[config.mk]
export PLATFORM = sky130hd
export DESIGN_NAME = pipeline_run_ctrl
export DESIGN_NICKNAME = d
export VERILOG_FILES = /design/src/rtl/pipeline_run_ctrl.sv
export SDC_FILE = /design/constraint.sdc
export NUM_CORES = 1
export LEC_CHECK = 0
export ABC_AREA = 1
export CAP_MARGIN = 30
export CELL_PAD_IN_SITES_DETAIL_PLACEMENT = 2
export CELL_PAD_IN_SITES_GLOBAL_PLACEMENT = 2
export CORE_ASPECT_RATIO = 0.5
export CORE_MARGIN = 2
export CORE_UTILIZATION = 32
export CTS_CLUSTER_SIZE = 28
export DETAILED_ROUTE_END_ITERATION = 10
export PLACE_DENSITY = 0.79
export SYNTH_ARGS = -nofsm -noshare
export SYNTH_HDL_FRONTEND = slang
export SYNTH_SLANG_ARGS = --single-unit
[constraint.sdc]
create_clock -name i_clk -period 2.3 [get_ports i_clk]
set_input_delay 0.46 -clock i_clk [delete_from_list [all_inputs] [get_ports i_clk]]
set_output_delay 0.46 -clock i_clk [all_outputs]
set_load 0.05 [all_outputs]
[src/rtl/pipeline_run_ctrl.sv]
// Execution controller for the MIPS pipeline: turns debugger run/step/stop commands,
// PC breakpoints and HALT instructions into per-stage advance enables with a drain phase.
module pipeline_run_ctrl #(
  parameter int PC_WIDTH   = 32,
  parameter int NUM_STAGES = 5,
  parameter int NUM_BP     = 4,
  parameter int STEP_W     = 16,
  parameter int CNT_W      = 32,
  localparam int BP_IDX_W  = (NUM_BP > 1) ? $clog2(NUM_BP) : 1
) (
  input  logic                  i_clk,
  input  logic                  i_rst,
  input  logic                  i_cmd_valid,
  input  logic [2:0]            i_cmd,
  input  logic [STEP_W-1:0]     i_cmd_arg,
  input  logic [BP_IDX_W-1:0]   i_bp_idx,
  input  logic [PC_WIDTH-1:0]   i_bp_addr,
  input  logic [PC_WIDTH-1:0]   i_pc,
  input  logic                  i_halt_instr,
  input  logic [NUM_STAGES-1:0] i_stage_valid,
  output logic                  o_fetch_en,
  output logic [NUM_STAGES-1:0] o_stage_en,
  output logic                  o_running,
  output logic                  o_halted,
  output logic [2:0]            o_halt_cause,
  output logic [BP_IDX_W-1:0]   o_bp_hit_idx,
  output logic                  o_cmd_err,
  output logic [CNT_W-1:0]      o_cycle_count
);

  // Command handshake: i_cmd_valid is a one-cycle strobe with no ready; every
  // non-NOP command is either accepted that cycle or flagged by o_cmd_err next cycle.
  localparam logic [2:0] CMD_NOP    = 3'd0;
  localparam logic [2:0] CMD_RUN    = 3'd1;
  localparam logic [2:0] CMD_STOP   = 3'd2;
  localparam logic [2:0] CMD_STEP   = 3'd3;
  localparam logic [2:0] CMD_SET_BP = 3'd4;
  localparam logic [2:0] CMD_CLR_BP = 3'd5;

  localparam logic [2:0] CAUSE_NONE = 3'd0;
  localparam logic [2:0] CAUSE_STEP = 3'd1;
  localparam logic [2:0] CAUSE_BP   = 3'd2;
  localparam logic [2:0] CAUSE_HALT = 3'd3;
  localparam logic [2:0] CAUSE_STOP = 3'd4;

  localparam int DCNT_W = (NUM_STAGES > 2) ? $clog2(NUM_STAGES - 1) : 1;
  localparam logic [DCNT_W-1:0] DRAIN_LAST = DCNT_W'(NUM_STAGES - 2);

  typedef enum logic [2:0] {
    S_IDLE   = 3'd0,
    S_RUN    = 3'd1,
    S_STEP   = 3'd2,
    S_DRAIN  = 3'd3,
    S_HALTED = 3'd4
  } state_t;

  state_t                state;
  logic [STEP_W-1:0]     step_cnt;
  logic [DCNT_W-1:0]     drain_cnt;
  logic                  bp_suppress;
  logic [NUM_BP-1:0]     bp_valid;
  logic [PC_WIDTH-1:0]   bp_addr [NUM_BP];

  logic                  advancing;
  logic                  start_ok;
  logic                  run_acc, step_acc, stop_acc, set_bp, clr_bp;
  logic                  cmd_illegal;
  logic                  bp_match, bp_ev, halt_ev, halt_any;
  logic [BP_IDX_W-1:0]   bp_match_idx;

  // Stage 0 occupancy is irrelevant: fetch is already bubbled while draining.
  logic unused_stage0;
  assign unused_stage0 = i_stage_valid[0];

  assign advancing = (state == S_RUN) || (state == S_STEP);
  assign start_ok  = (state == S_IDLE) || (state == S_HALTED);

  assign run_acc  = i_cmd_valid && (i_cmd == CMD_RUN) && start_ok;
  assign step_acc = i_cmd_valid && (i_cmd == CMD_STEP) && start_ok;
  assign stop_acc = i_cmd_valid && (i_cmd == CMD_STOP) && advancing;
  assign set_bp   = i_cmd_valid && (i_cmd == CMD_SET_BP);
  assign clr_bp   = i_cmd_valid && (i_cmd == CMD_CLR_BP);

  assign cmd_illegal = i_cmd_valid && (i_cmd != CMD_NOP) &&
                       !(run_acc || step_acc || stop_acc || set_bp || clr_bp);

  // Scan from the top so the lowest matching entry is the one left standing.
  always_comb begin
    bp_match     = 1'b0;
    bp_match_idx = '0;
    for (int i = NUM_BP - 1; i >= 0; i--) begin
      if (bp_valid[i] && (bp_addr[i] == i_pc)) begin
        bp_match     = 1'b1;
        bp_match_idx = BP_IDX_W'(i);
      end
    end
  end

  assign bp_ev    = advancing && !bp_suppress && bp_match;
  assign halt_ev  = advancing && i_halt_instr;
  assign halt_any = stop_acc || bp_ev || halt_ev;

  // A halt event blocks fetch in the same cycle so the offending PC never enters IF.
  always_comb begin
    o_fetch_en = 1'b0;
    o_stage_en = '0;
    if (advancing && !halt_any) begin
      o_fetch_en = 1'b1;
      o_stage_en = '1;
    end else if (advancing || (state == S_DRAIN)) begin
      o_stage_en    = '1;
      o_stage_en[0] = 1'b0;
    end
  end

  assign o_running = advancing || (state == S_DRAIN);
  assign o_halted  = (state == S_HALTED);

  always_ff @(posedge i_clk or negedge i_rst) begin
    if (!i_rst) begin
      state         <= S_IDLE;
      step_cnt      <= '0;
      drain_cnt     <= '0;
      bp_suppress   <= 1'b0;
      bp_valid      <= '0;
      for (int i = 0; i < NUM_BP; i++) bp_addr[i] <= '0;
      o_halt_cause  <= CAUSE_NONE;
      o_bp_hit_idx  <= '0;
      o_cmd_err     <= 1'b0;
      o_cycle_count <= '0;
    end else begin
      o_cmd_err <= cmd_illegal;
      if (|o_stage_en) o_cycle_count <= o_cycle_count + CNT_W'(1);

      for (int i = 0; i < NUM_BP; i++) begin
        if (set_bp && (i_bp_idx == BP_IDX_W'(i))) begin
          bp_valid[i] <= 1'b1;
          bp_addr[i]  <= i_bp_addr;
        end else if (clr_bp && (i_bp_idx == BP_IDX_W'(i))) begin
          bp_valid[i] <= 1'b0;
        end
      end

      case (state)
        S_IDLE, S_HALTED: begin
          if (run_acc) begin
            state        <= S_RUN;
            o_halt_cause <= CAUSE_NONE;
            bp_suppress  <= 1'b1;
          end else if (step_acc) begin
            state        <= S_STEP;
            step_cnt     <= (i_cmd_arg == '0) ? STEP_W'(1) : i_cmd_arg;
            o_halt_cause <= CAUSE_NONE;
            bp_suppress  <= 1'b1;
          end
        end
        S_RUN, S_STEP: begin
          bp_suppress <= 1'b0;
          if (stop_acc) begin
            state        <= S_DRAIN;
            drain_cnt    <= '0;
            o_halt_cause <= CAUSE_STOP;
          end else if (bp_ev) begin
            state        <= S_DRAIN;
            drain_cnt    <= '0;
            o_halt_cause <= CAUSE_BP;
            o_bp_hit_idx <= bp_match_idx;
          end else if (halt_ev) begin
            state        <= S_DRAIN;
            drain_cnt    <= '0;
            o_halt_cause <= CAUSE_HALT;
          end else if (state == S_STEP) begin
            step_cnt <= step_cnt - STEP_W'(1);
            if (step_cnt == STEP_W'(1)) begin
              state        <= S_HALTED;
              o_halt_cause <= CAUSE_STEP;
            end
          end
        end
        S_DRAIN: begin
          drain_cnt <= drain_cnt + DCNT_W'(1);
          if ((i_stage_valid[NUM_STAGES-1:1] == '0) || (drain_cnt == DRAIN_LAST))
            state <= S_HALTED;
        end
        default: state <= S_IDLE;
      endcase
    end
  end

endmodule

==> results of run 1 <==
## through the flow
| step | setup WS, ns | util |
|---|---|---|
| after CTS | -0.473 | 0.462 |
| after detailed placement | -0.962 | 0.431 |
| final | -0.534 | 0.473 |
| after floorplan | 0.00137 | - |
| after global routing | -0.663 | 0.473 |
| after global placement | -0.919 | 0.431 |
## power breakdown
part	internal, mW	switching (mW)
combinational	2.66	4.28
sequential	4.08	0.799
clock	1.67	1.65
## cell usage in the layout, fill, tap and decap left out, types with 6 or more instances in the layout
cell             instances
nor3_1                  20
xnor2_2                 13
clkdlybuf4s50_1         91
xor2_1                  33
nand3_1                 26
nor3_2                   6
nor2_1                 135
nor2_2                  25
nand4_1                 20
dfrtp_2                 12
buf_6                    8
nand2_1                463
nand3_2                 17
o21ai_0                192
dfrtp_1                180
o21ai_1                 26
nand3b_1                 7
nor4_1                   6
nor2_4                  17
buf_4                  241
clkbuf_16               17
buf_12                  10
nand2_2                 35
dlygate4sd2_1           30
inv_1                  185
o21ai_2                  6
a21oi_1                 13
xnor2_1                 15
inv_2                   31
o22ai_1                  9
## synth_stat cells, drive strengths merged (2+ instances only)
library cell / n / area, um2
nand2: 502 / 1900
a21oi: 13 / 65.1
o211ai: 6 / 60.1
nor4: 9 / 62.6
buf: 19 / 120
xnor2: 33 / 297
inv: 219 / 825
a31oi: 2 / 12.5
xor2: 37 / 324
ha: 4 / 50.1
nor3: 27 / 156
dfrtp: 192 / 4800
o31ai: 5 / 42.5
o22ai: 9 / 56.3
or2: 6 / 37.5
nand4: 21 / 146
nor2: 178 / 704
clkbuf: 32 / 120
o21ai: 225 / 1140
nand3: 45 / 235
nand3b: 8 / 63.8
clkinv: 2 / 7.51
nor3b: 3 / 22.5
## final cells by class
cell class,count,area [um2],area share
multi-input combinational,1142,6110,0.373
sequential,192,4820,0.294
timing repair buffer,390,3380,0.206
inverter,221,853,0.0521
tap,475,594,0.0363
clock buffer,17,425,0.0260
clock inverter,15,195,0.0119
## critical path: stages, from the launching register on
cell and delay, ns:
dfrtp_1 0.42, xnor2_2 0.18, nand2_2 0.13, nor2_1 0.15
nand2_2 0.10, nor2_4 0.16, nand3_2 0.09, nand2_2 0.11
o21ai_4 0.09, nand2_2 0.11, clkinvlp_4 0.17, buf_12 0.19
## repair_timing
| item | CTS | global route |
|---|---|---|
| endpoints found under the setup margin | 40 | 33 |
| pin swaps | 51 | 24 |
| resized for setup | 133 | 93 |
| hold buffers | 0 | 0 |
| buffers inserted | 18 | 15 |
## metal layers
layer / GRT usage / routed length (um)
met5: 0 / 0
met4: 0.0762 / 1360
met3: 0.0530 / 2690
met2: 0.539 / 28200
met1: 0.415 / 26600
## registers in the layout, indices dropped and copies added, names as in the netlist
signal	cells
bp_addr	128
bp_suppress	1
bp_valid	4
drain_cnt	2
o_bp_hit_idx	2
o_cmd_err	1
o_cycle_count	32
o_halt_cause	3
state	3
step_cnt	16
## worst paths after layout
path,from,end
worst max-delay path,bp_addr[116],o_fetch_en
worst min-delay path,i_rst,o_cycle_count[10]
worst max register to register,bp_addr[117],step_cnt[10]
worst min register to register,bp_addr[83],bp_addr[83]
max in group asynchronous,i_rst,bp_addr[71]
min in group i_clk,bp_addr[83],bp_addr[83]
## cell families after synthesis
| family | synth area share |
|---|---|
| and+or+nand+nor | 0.295 |
| adders and majority gates | 0.00442 |
| xor gates and xnor gates | 0.0548 |
| AOI/OAI and AO/OA | 0.127 |
| buffers and inverters | 0.0946 |
| DFF | 0.424 |
==> impl_metrics.json, run 1 <==
{
  "worst-path-max-fanout": 2,
  "boundaryPins": 140,
  "place_congestion": 0.970,
  "cp.required_ns": 1.84,
  "synth-main-ff-cell": "dfrtp_1",
  "drt_pass1_iterations": 4,
  "post-place-cells": 2390,
  "finalCritPeriodShare": 1.23,
  "ys_ff_latch": 192,
  "grt_max_degree": 66,
  "drc": 0,
  "n_antenna_cell": 0,
  "cts.htree.levels": 4,
  "cap_violations": 0,
  "setup_slack_ns": -0.534,
  "antenna_left": 0,
  "antenna_found_initial": 0,
  "power_mw": 15.1,
  "final_max_slew_viol_count": 0,
  "area_growth_syn_to_layout_pct": 44.5,
  "start_util": 0.327,
  "cts_sinks": 192,
  "setup_violations": 18,
  "vdd_ir_drop_max_mv": 0.716,
  "vias": 12570,
  "grt_pass1_vias": 13813,
  "synth_edf_count": 0,
  "tightest_slew_ns": 0.613,
  "min_period_ns": 2.83,
  "fin_skew_ns": 0.0209,
  "io_buffers": 138,
  "critPathLaunchType": "flop",
  "synth_fp_nets": 1704,
  "viasPerCell": 5.13,
  "rows": 48,
  "syn_area_um2": 11300,
  "fin_nets": 2062,
  "endpoint_kind": "output port",
  "core_um2": 34700,
  "violations": "negative setup slack",
  "drtIter0Drc": 794,
  "whs_ns": 0.00438,
  "die_w_um": 270,
  "clk_pin_slew_worst_paths_ns": 0.09,
  "grt_use_total": 0.314,
  "grt_pass1_wl_um": 86500,
  "ys_seq_area_frac": 0.424,
  "root_buffer": "clkbuf_16",
  "max_freq_mhz": 353,
  "layoutNonFillerInstCount": 2452,
  "grt_overflow_total": 0,
  "postSynth.asyncResetShare": 1.00,
  "status": "finished, violations left",
  "nFillCells": 3984,
  "setup_tns_ns": -3.32,
  "numCtsBuffers": 17,
  "hold_viol_final": 0,
  "grt_setup_unrepaired": "true",
  "pwr_density_cell_nw_per_um2": 925,
  "die_y_um": 137,
  "clockBufferDepth": 2,
  "hpwl_um": 43500,
  "wl_um": 58900,
  "yosysUniqueCellTypes": 54,
  "final_area_um2": 16400,
  "p_leak_nw": 8.04,
  "drive_gt1_frac": 0.250,
  "cts_tree": "built",
  "yosysWarnings": 0,
  "dieArea_um2": 37000,
  "slew-limit-headroom": 0.591,
  "crit_arrival_ns": 2.37,
  "routedWlPerCell_um": 24.0,
  "worstSetupPathType": "flop to output port",
  "hold_path.class": "primary input to asynchronous set/reset pin",
  "reg2reg_slack_ns": -0.24,
  "ff2ff_path_depth": 18,
  "netlist_instances": 1606,
  "clock_latency_ns": 0.47,
  "syn_area_per_cell_um2": 7.05,
  "post_dp_cell_area_um2": 14900
}
Power figures use the tool's default switching activity.
==> inputs of run 2 (changes only) <==
--- a/config.mk
+++ b/config.mk
@@ -5,16 +5,17 @@
 export SDC_FILE = /design/constraint.sdc
 export NUM_CORES = 1
 export LEC_CHECK = 0
-export ABC_AREA = 1
+export ABC_AREA = 0
 export CAP_MARGIN = 30
 export CELL_PAD_IN_SITES_DETAIL_PLACEMENT = 2
 export CELL_PAD_IN_SITES_GLOBAL_PLACEMENT = 2
 export CORE_ASPECT_RATIO = 0.5
 export CORE_MARGIN = 2
-export CORE_UTILIZATION = 32
+export CORE_UTILIZATION = 36
 export CTS_CLUSTER_SIZE = 28
 export DETAILED_ROUTE_END_ITERATION = 10
-export PLACE_DENSITY = 0.79
+export GPL_TIMING_DRIVEN = 0
+export PLACE_DENSITY = 0.77
 export SYNTH_ARGS = -nofsm -noshare
 export SYNTH_HDL_FRONTEND = slang
 export SYNTH_SLANG_ARGS = --single-unit
==> constraint.sdc (replaced) <==
create_clock -name i_clk -period 2.64 [get_ports i_clk]
set_input_delay 0.528 -clock i_clk [delete_from_list [all_inputs] [get_ports i_clk]]
set_output_delay 0.528 -clock i_clk [all_outputs]
set_load 0.05 [all_outputs]
==> impl_metrics.json, run 2 <==
{
  "status": "finished, violations left",
  "violations": "negative setup slack",
  "whs_ns": 0.116,
  "synth_fp_nets": 908,
  "min_period_ns": 3.25,
  "grt_use_total": 0.243,
  "drtIter0Drc": 433,
  "setup_slack_ns": -0.611,
  "place_congestion": 0.814,
  "largest_registers": "bp_addr: 128 flops, o_cycle_count: 32 flops, step_cnt: 16 flops",
  "mostFrequentLayoutCell": "dfrtp_1",
  "pwr-share-comb": 0.394,
  "clockBufferDepth": 2,
  "yosys.area_share.simple": 0.105,
  "final_cell_mix": "192 x dfrtp_1, 128 x mux2_2, 96 x clkdlybuf4s50_1, 82 x xor2_1, 41 x xnor2_1",
  "drive_gt1_frac": 0.293,
  "grt_pass1_wl_um": 50100,
  "synth_top_family_by_area": "multiplexers",
  "die_y_um": 119,
  "routedWlPerCell_um": 24.0,
  "grt_pass1_vias": 8132,
  "vdd_ir_drop_max_mv": 0.546,
  "clock_latency_ns": 0.46,
  "root_buffer": "clkbuf_16",
  "cts.htree.levels": 4,
  "final_area_um2": 12600,
  "drc": 0,
  "post_dp_cell_area_um2": 11400,
  "grt_setup_unrepaired": "true",
  "numCtsBuffers": 17,
  "regArea_um2": 4800,
  "cts_hold_buf": 0,
  "synthTopCellsByCount": "192 x dfrtp_1, 130 x mux2_2, 106 x xor2_1",
  "io_buffers": 136,
  "n_antenna_cell": 0,
  "yosysTopAreaCell": "dfrtp_1",
  "synth_top_cell_area_share": 0.504,
  "ys_ff_latch": 192,
  "synth.most_common_cell": "dfrtp_1",
  "yosysUniqueCellTypes": 57,
  "rows": 42,
  "dieArea_um2": 27900,
  "ys_seq_area_frac": 0.504,
  "cts_sinks": 192,
  "viasPerCell": 5.28,
  "yosysWarnings": 0,
  "finalCritPeriodShare": 1.23,
  "swShare": 0.390,
  "max_freq_mhz": 308,
  "slew-limit-headroom": 0.322,
  "worst-path-max-fanout": 4,
  "largest_reg_flops": 128,
  "fin_skew_ns": 0.0100,
  "start_util": 0.364,
  "nFillCells": 2608,
  "syn_area_um2": 9540,
  "pwr_density_cell_nw_per_um2": 888,
  "multiInputGateArea_um2": 4990,
  "clk_pin_slew_worst_paths_ns": 0.08,
  "synthAdderAreaFrac": 0.00525,
  "drt_pass1_iterations": 4,
  "pwr-share-seq": 0.372,
  "final_core_util": 0.481,
  "antenna_found_initial": 0,
  "wl_um": 32200,
  "crit_arrival_ns": 2.72,
  "worstSetupPathType": "primary input to output port",
  "power.net_switching_mw": 4.37,
  "power_frac_clock": 0.234,
  "synth_edf_count": 0,
  "vias": 7094,
  "critPathLaunchType": "primary input",
  "fin_nets": 1076,
  "area_growth_syn_to_layout_pct": 32.2,
  "regMostFlops": "bp_addr",
  "final_max_slew_viol_count": 0,
  "cts_tree": "built",
  "grt_overflow_total": 0,
  "hold_viol_final": 0,
  "tightest_slew_ns": 1.02,
  "internal-power_mw": 6.83,
  "die_w_um": 234,
  "p_leak_nw": 5.52,
  "synth_compound_area_frac": 0.0603,
  "core_um2": 26200,
  "synth-main-ff-cell": "dfrtp_1",
  "netlist_instances": 810,
  "synth_area_leaders": "dfrtp_1 50%, mux2_2 15%, xor2_1 9.7%, xnor2_1 4.8%, nor4_1 1.9%",
  "grt_max_degree": 108,
  "syn_area_per_cell_um2": 11.8,
  "synthXorXnorAreaFrac": 0.145,
  "antenna_left": 0,
  "endpoint_kind": "output port",
  "cap_violations": 0,
  "hold_path.class": "primary input to asynchronous set/reset pin",
  "hpwl_um": 22400,
  "cp.required_ns": 2.11,
  "boundaryPins": 140,
  "synthMuxAreaShare": 0.155,
  "postSynth.asyncResetShare": 1.00,
  "setup_violations": 14
}
[run 2: repair_timing]
item                                    4_1_cts  5_1_grt
gates cloned                                  1        1
resized for setup                           140       59
pin swaps                                    16       33
setup buffers                                 5        9
endpoints found under the hold margin         0        0
endpoints found under the setup margin       93       85
[run 2: path summary, 6_finish.rpt]
check | start | slack [ns] | to | depth (start not counted)
worst max-delay path | i_pc[23] | -0.61 | o_stage_en[0] | 10
worst min-delay path | i_rst | 0.12 | bp_addr[36] | 1
worst max register to register | bp_addr[60] | -0.01 | step_cnt[3] | 12
worst min register to register | o_cycle_count[31] | 0.47 | o_cycle_count[31] | 1
max in group asynchronous | i_rst | 1.56 | o_cycle_count[29] | 2
min in group i_clk | o_cycle_count[31] | 0.47 | o_cycle_count[31] | 1
[run 2: logic make-up (layout without fill, tap and decap cells)]
family	after synthesis	count (layout)
flops	192	192
simple gates	190	190
xor+xnor	158	158
mux	131	131
compound gates	82	82
buf+inv	53	234
fa+ha+maj	4	4
[run 2: metrics by stage]
step | setup TNS (ns) | power, mW | worst slack, ns | cells
after floorplan | -0.434 | 6.69 | -0.337 | 810
after global routing | -3.37 | 11.8 | -0.708 | 1343
after detailed placement | -79.51 | 8.15 | -1.94 | 1300
after CTS | -2.40 | 11.0 | -0.696 | 1337
after global placement | -1469.99 | 7.94 | -7.31 | 1298
final | -1.40 | 11.2 | -0.611 | 1343
[run 2: power groups by stage]
stage / combinational (mW) / clock [mW] / sequential [mW]
2_1_floorplan: 2.43 / 0 / 4.26
3_3_place_gp: 3.84 / 0 / 4.09
3_5_place_dp: 3.99 / 0 / 4.16
4_1_cts: 4.15 / 2.67 / 4.14
5_1_grt: 4.80 / 2.79 / 4.25
6_report: 4.41 / 2.62 / 4.17
[run 2: worst max-delay path, cell delays in order]
cell	delay [ns]
clkdlybuf4s15_1	0.35
xor2_2	0.27
nor4_4	0.43
nand4_1	0.22
nor3_4	0.29
o41a_4	0.21
buf_8	0.10
nor3_4	0.04
buf_6	0.14
buf_8	0.14
[run 2: layout make-up]
class,instances,share of cell area
tap,352,0.0349
inverter,16,0.00476
clock buffer,24,0.0406
buffer,32,0.0166
sequential,192,0.381
clock inverter,8,0.00526
timing repair buffer,154,0.121
multi-input combinational,565,0.396
[run 2: layer usage]
layer | GRT usage | part of all wire | vias to the layer above
met5 | 0 | 0 | -
met4 | 0.0843 | 0.024 | 0
li1 | - | - | 3174
met3 | 0.0472 | 0.032 | 48
met1 | 0.319 | 0.45 | 3756
met2 | 0.402 | 0.50 | 116
==> inputs of run 3 (changes only) <==
--- a/config.mk
+++ b/config.mk
@@ -6,7 +6,6 @@
 export NUM_CORES = 1
 export LEC_CHECK = 0
 export ABC_AREA = 0
-export CAP_MARGIN = 30
 export CELL_PAD_IN_SITES_DETAIL_PLACEMENT = 2
 export CELL_PAD_IN_SITES_GLOBAL_PLACEMENT = 2
 export CORE_ASPECT_RATIO = 0.5
==> impl_metrics.json, run 3 (synthesis results as in run 2) <==
{
  "cap_violations": 0,
  "min_period_ns": 3.29,
  "vias": 7173,
  "reg2reg_slack_ns": -0.32,
  "drc": 0,
  "grt_overflow_total": 0,
  "mostFrequentLayoutCell": "dfrtp_1",
  "ff2ff_path_depth": 14,
  "drive_gt1_frac": 0.322,
  "numCtsBuffers": 17,
  "fin_nets": 1077,
  "viasPerCell": 5.34,
  "cts_sinks": 192,
  "largest_registers": "bp_addr: 128 flops, o_cycle_count: 32 flops, step_cnt: 16 flops",
  "boundaryPins": 140,
  "clk_pin_slew_worst_paths_ns": 0.07,
  "slew-limit-headroom": 0.343,
  "tightest_slew_ns": 0.985,
  "multiInputGateArea_um2": 5120,
  "core_um2": 26200,
  "cts.htree.levels": 4,
  "cp-startpoint": "i_pc[16]",
  "pwr_density_cell_nw_per_um2": 892,
  "timing.rr.end": "step_cnt[14]",
  "final_max_slew_viol_count": 0,
  "status": "finished, violations left",
  "crit_arrival_ns": 2.76,
  "hold_viol_final": 0,
  "drt_pass1_iterations": 4,
  "largest_reg_flops": 128,
  "grt_use_total": 0.247,
  "start_util": 0.364,
  "grt_setup_unrepaired": "true",
  "clockBufferDepth": 2,
  "routedWlPerCell_um": 24.9,
  "setup_tns_ns": -8.27,
  "grt_max_degree": 108,
  "final_cell_mix": "192 x dfrtp_1, 128 x mux2_2, 96 x clkdlybuf4s50_1, 74 x xor2_1",
  "vdd_ir_drop_max_mv": 0.497,
  "die_y_um": 119,
  "hold_path.class": "primary input to asynchronous set/reset pin",
  "drtIter0Drc": 314,
  "endpoint_kind": "output port",
  "max_freq_mhz": 304,
  "worst-path-max-fanout": 4,
  "root_buffer": "clkbuf_16",
  "violations": "negative setup slack",
  "antenna_found_initial": 1,
  "cp.required_ns": 2.11,
  "worstSetupPathType": "primary input to output port",
  "dieArea_um2": 27900,
  "grt_pass1_wl_um": 50900,
  "regMostFlops": "bp_addr",
  "grt_pass1_vias": 8177,
  "wl_um": 33400,
  "area_growth_syn_to_layout_pct": 34.0,
  "p_leak_nw": 5.58,
  "clock_latency_ns": 0.46,
  "power_mw": 11.4,
  "setup_violations": 27,
  "cts_tree": "built",
  "hpwl_um": 22300,
  "antenna_left": 0,
  "setup.worst_path.end": "o_stage_en[0]",
  "regArea_um2": 4800,
  "place_congestion": 0.814,
  "cts_hold_buf": 0,
  "setup_slack_ns": -0.645,
  "timing.rr.start": "bp_addr[125]",
  "finalCritPeriodShare": 1.24,
  "rows": 42,
  "fin_skew_ns": 0.0151,
  "io_buffers": 136,
  "die_w_um": 234,
  "critPathLaunchType": "primary input",
  "nFillCells": 2575
}
==> run 3: cell count changes in the layout (fill, tap and decap cells not counted), moves of 6 or more <==
cell / change
xor2_2: +8
clkdlybuf4s15_2: +11
xor2_1: -8
o21ai_2: +6
clkdlybuf4s15_1: -6
o21ai_1: -6
==> run 3: how the worst min path moves through the flow <==
stage	from	to	slack, ns	depth (start not counted)
floorplan	i_rst	bp_addr[0]	0.23	0
global placement	o_cycle_count[31]	o_cycle_count[31]	0.46	1
detailed placement	o_cycle_count[31]	o_cycle_count[31]	0.46	1
CTS	i_rst	bp_addr[36]	0.17	1
global route	i_rst	bp_addr[41]	0.17	1
finish	i_rst	bp_addr[36]	0.1	1
==> run 3: repair_timing <==
item                                    in CTS  in global routing
endpoints found under the setup margin      94                 71
setup buffers                               12                  7
resized for setup                          200                 40
pin swaps                                   43                 27
cloned                                       2                  0
==> run 3: layout make-up <==
| class | count | area share |
|---|---|---|
| multi-input combinational | 565 | 0.401 |
| sequential | 192 | 0.376 |
| timing repair buffer | 154 | 0.123 |
| clock buffer | 20 | 0.0365 |
| tap | 352 | 0.0344 |
| buffer | 33 | 0.0165 |
| clock inverter | 10 | 0.00783 |
| inverter | 16 | 0.00470 |
| antenna | 1 | 0.000196 |
==> run 3: report_power, final <==
group	switching (mW)	internal [mW]	total, mW
clock	1.25	1.38	2.63
combinational	2.63	1.94	4.57
sequential	0.628	3.58	4.21
==> run 3: through the flow <==
stage | utilization | instance area (um2) | std cells | setup slack (ns) | hold slack, ns
2_1_floorplan | - | 9570 | 810 | -0.337 | 0.232
3_3_place_gp | 0.434 | 11400 | 1298 | -7.31 | 0.456
3_5_place_dp | 0.435 | 11400 | 1299 | -1.91 | 0.460
4_1_cts | 0.483 | 12700 | 1342 | -0.683 | 0.173
5_1_grt | 0.487 | 12800 | 1342 | -0.699 | 0.175
6_report | 0.488 | 12800 | 1343 | -0.645 | 0.0972
==> run 3: critical path, stage by stage <==
cell	delay (ns)
clkdlybuf4s15_1	0.34
xnor2_1	0.25
o2111ai_1	0.18
or4_4	0.58
nor3_4	0.25
o41a_4	0.20
buf_8	0.10
nor3_4	0.04
buf_6	0.13
buf_8	0.14
==> run 3: layer usage <==
layer / wire length [um] / up-vias / GRT usage
met1: 14700 / 3826 / 0.324
met4: 716 / 0 / 0.0684
met5: 0 / - / 0
met2: 16400 / 131 / 0.412
met3: 1540 / 47 / 0.0522
li1: - / 3169 / -
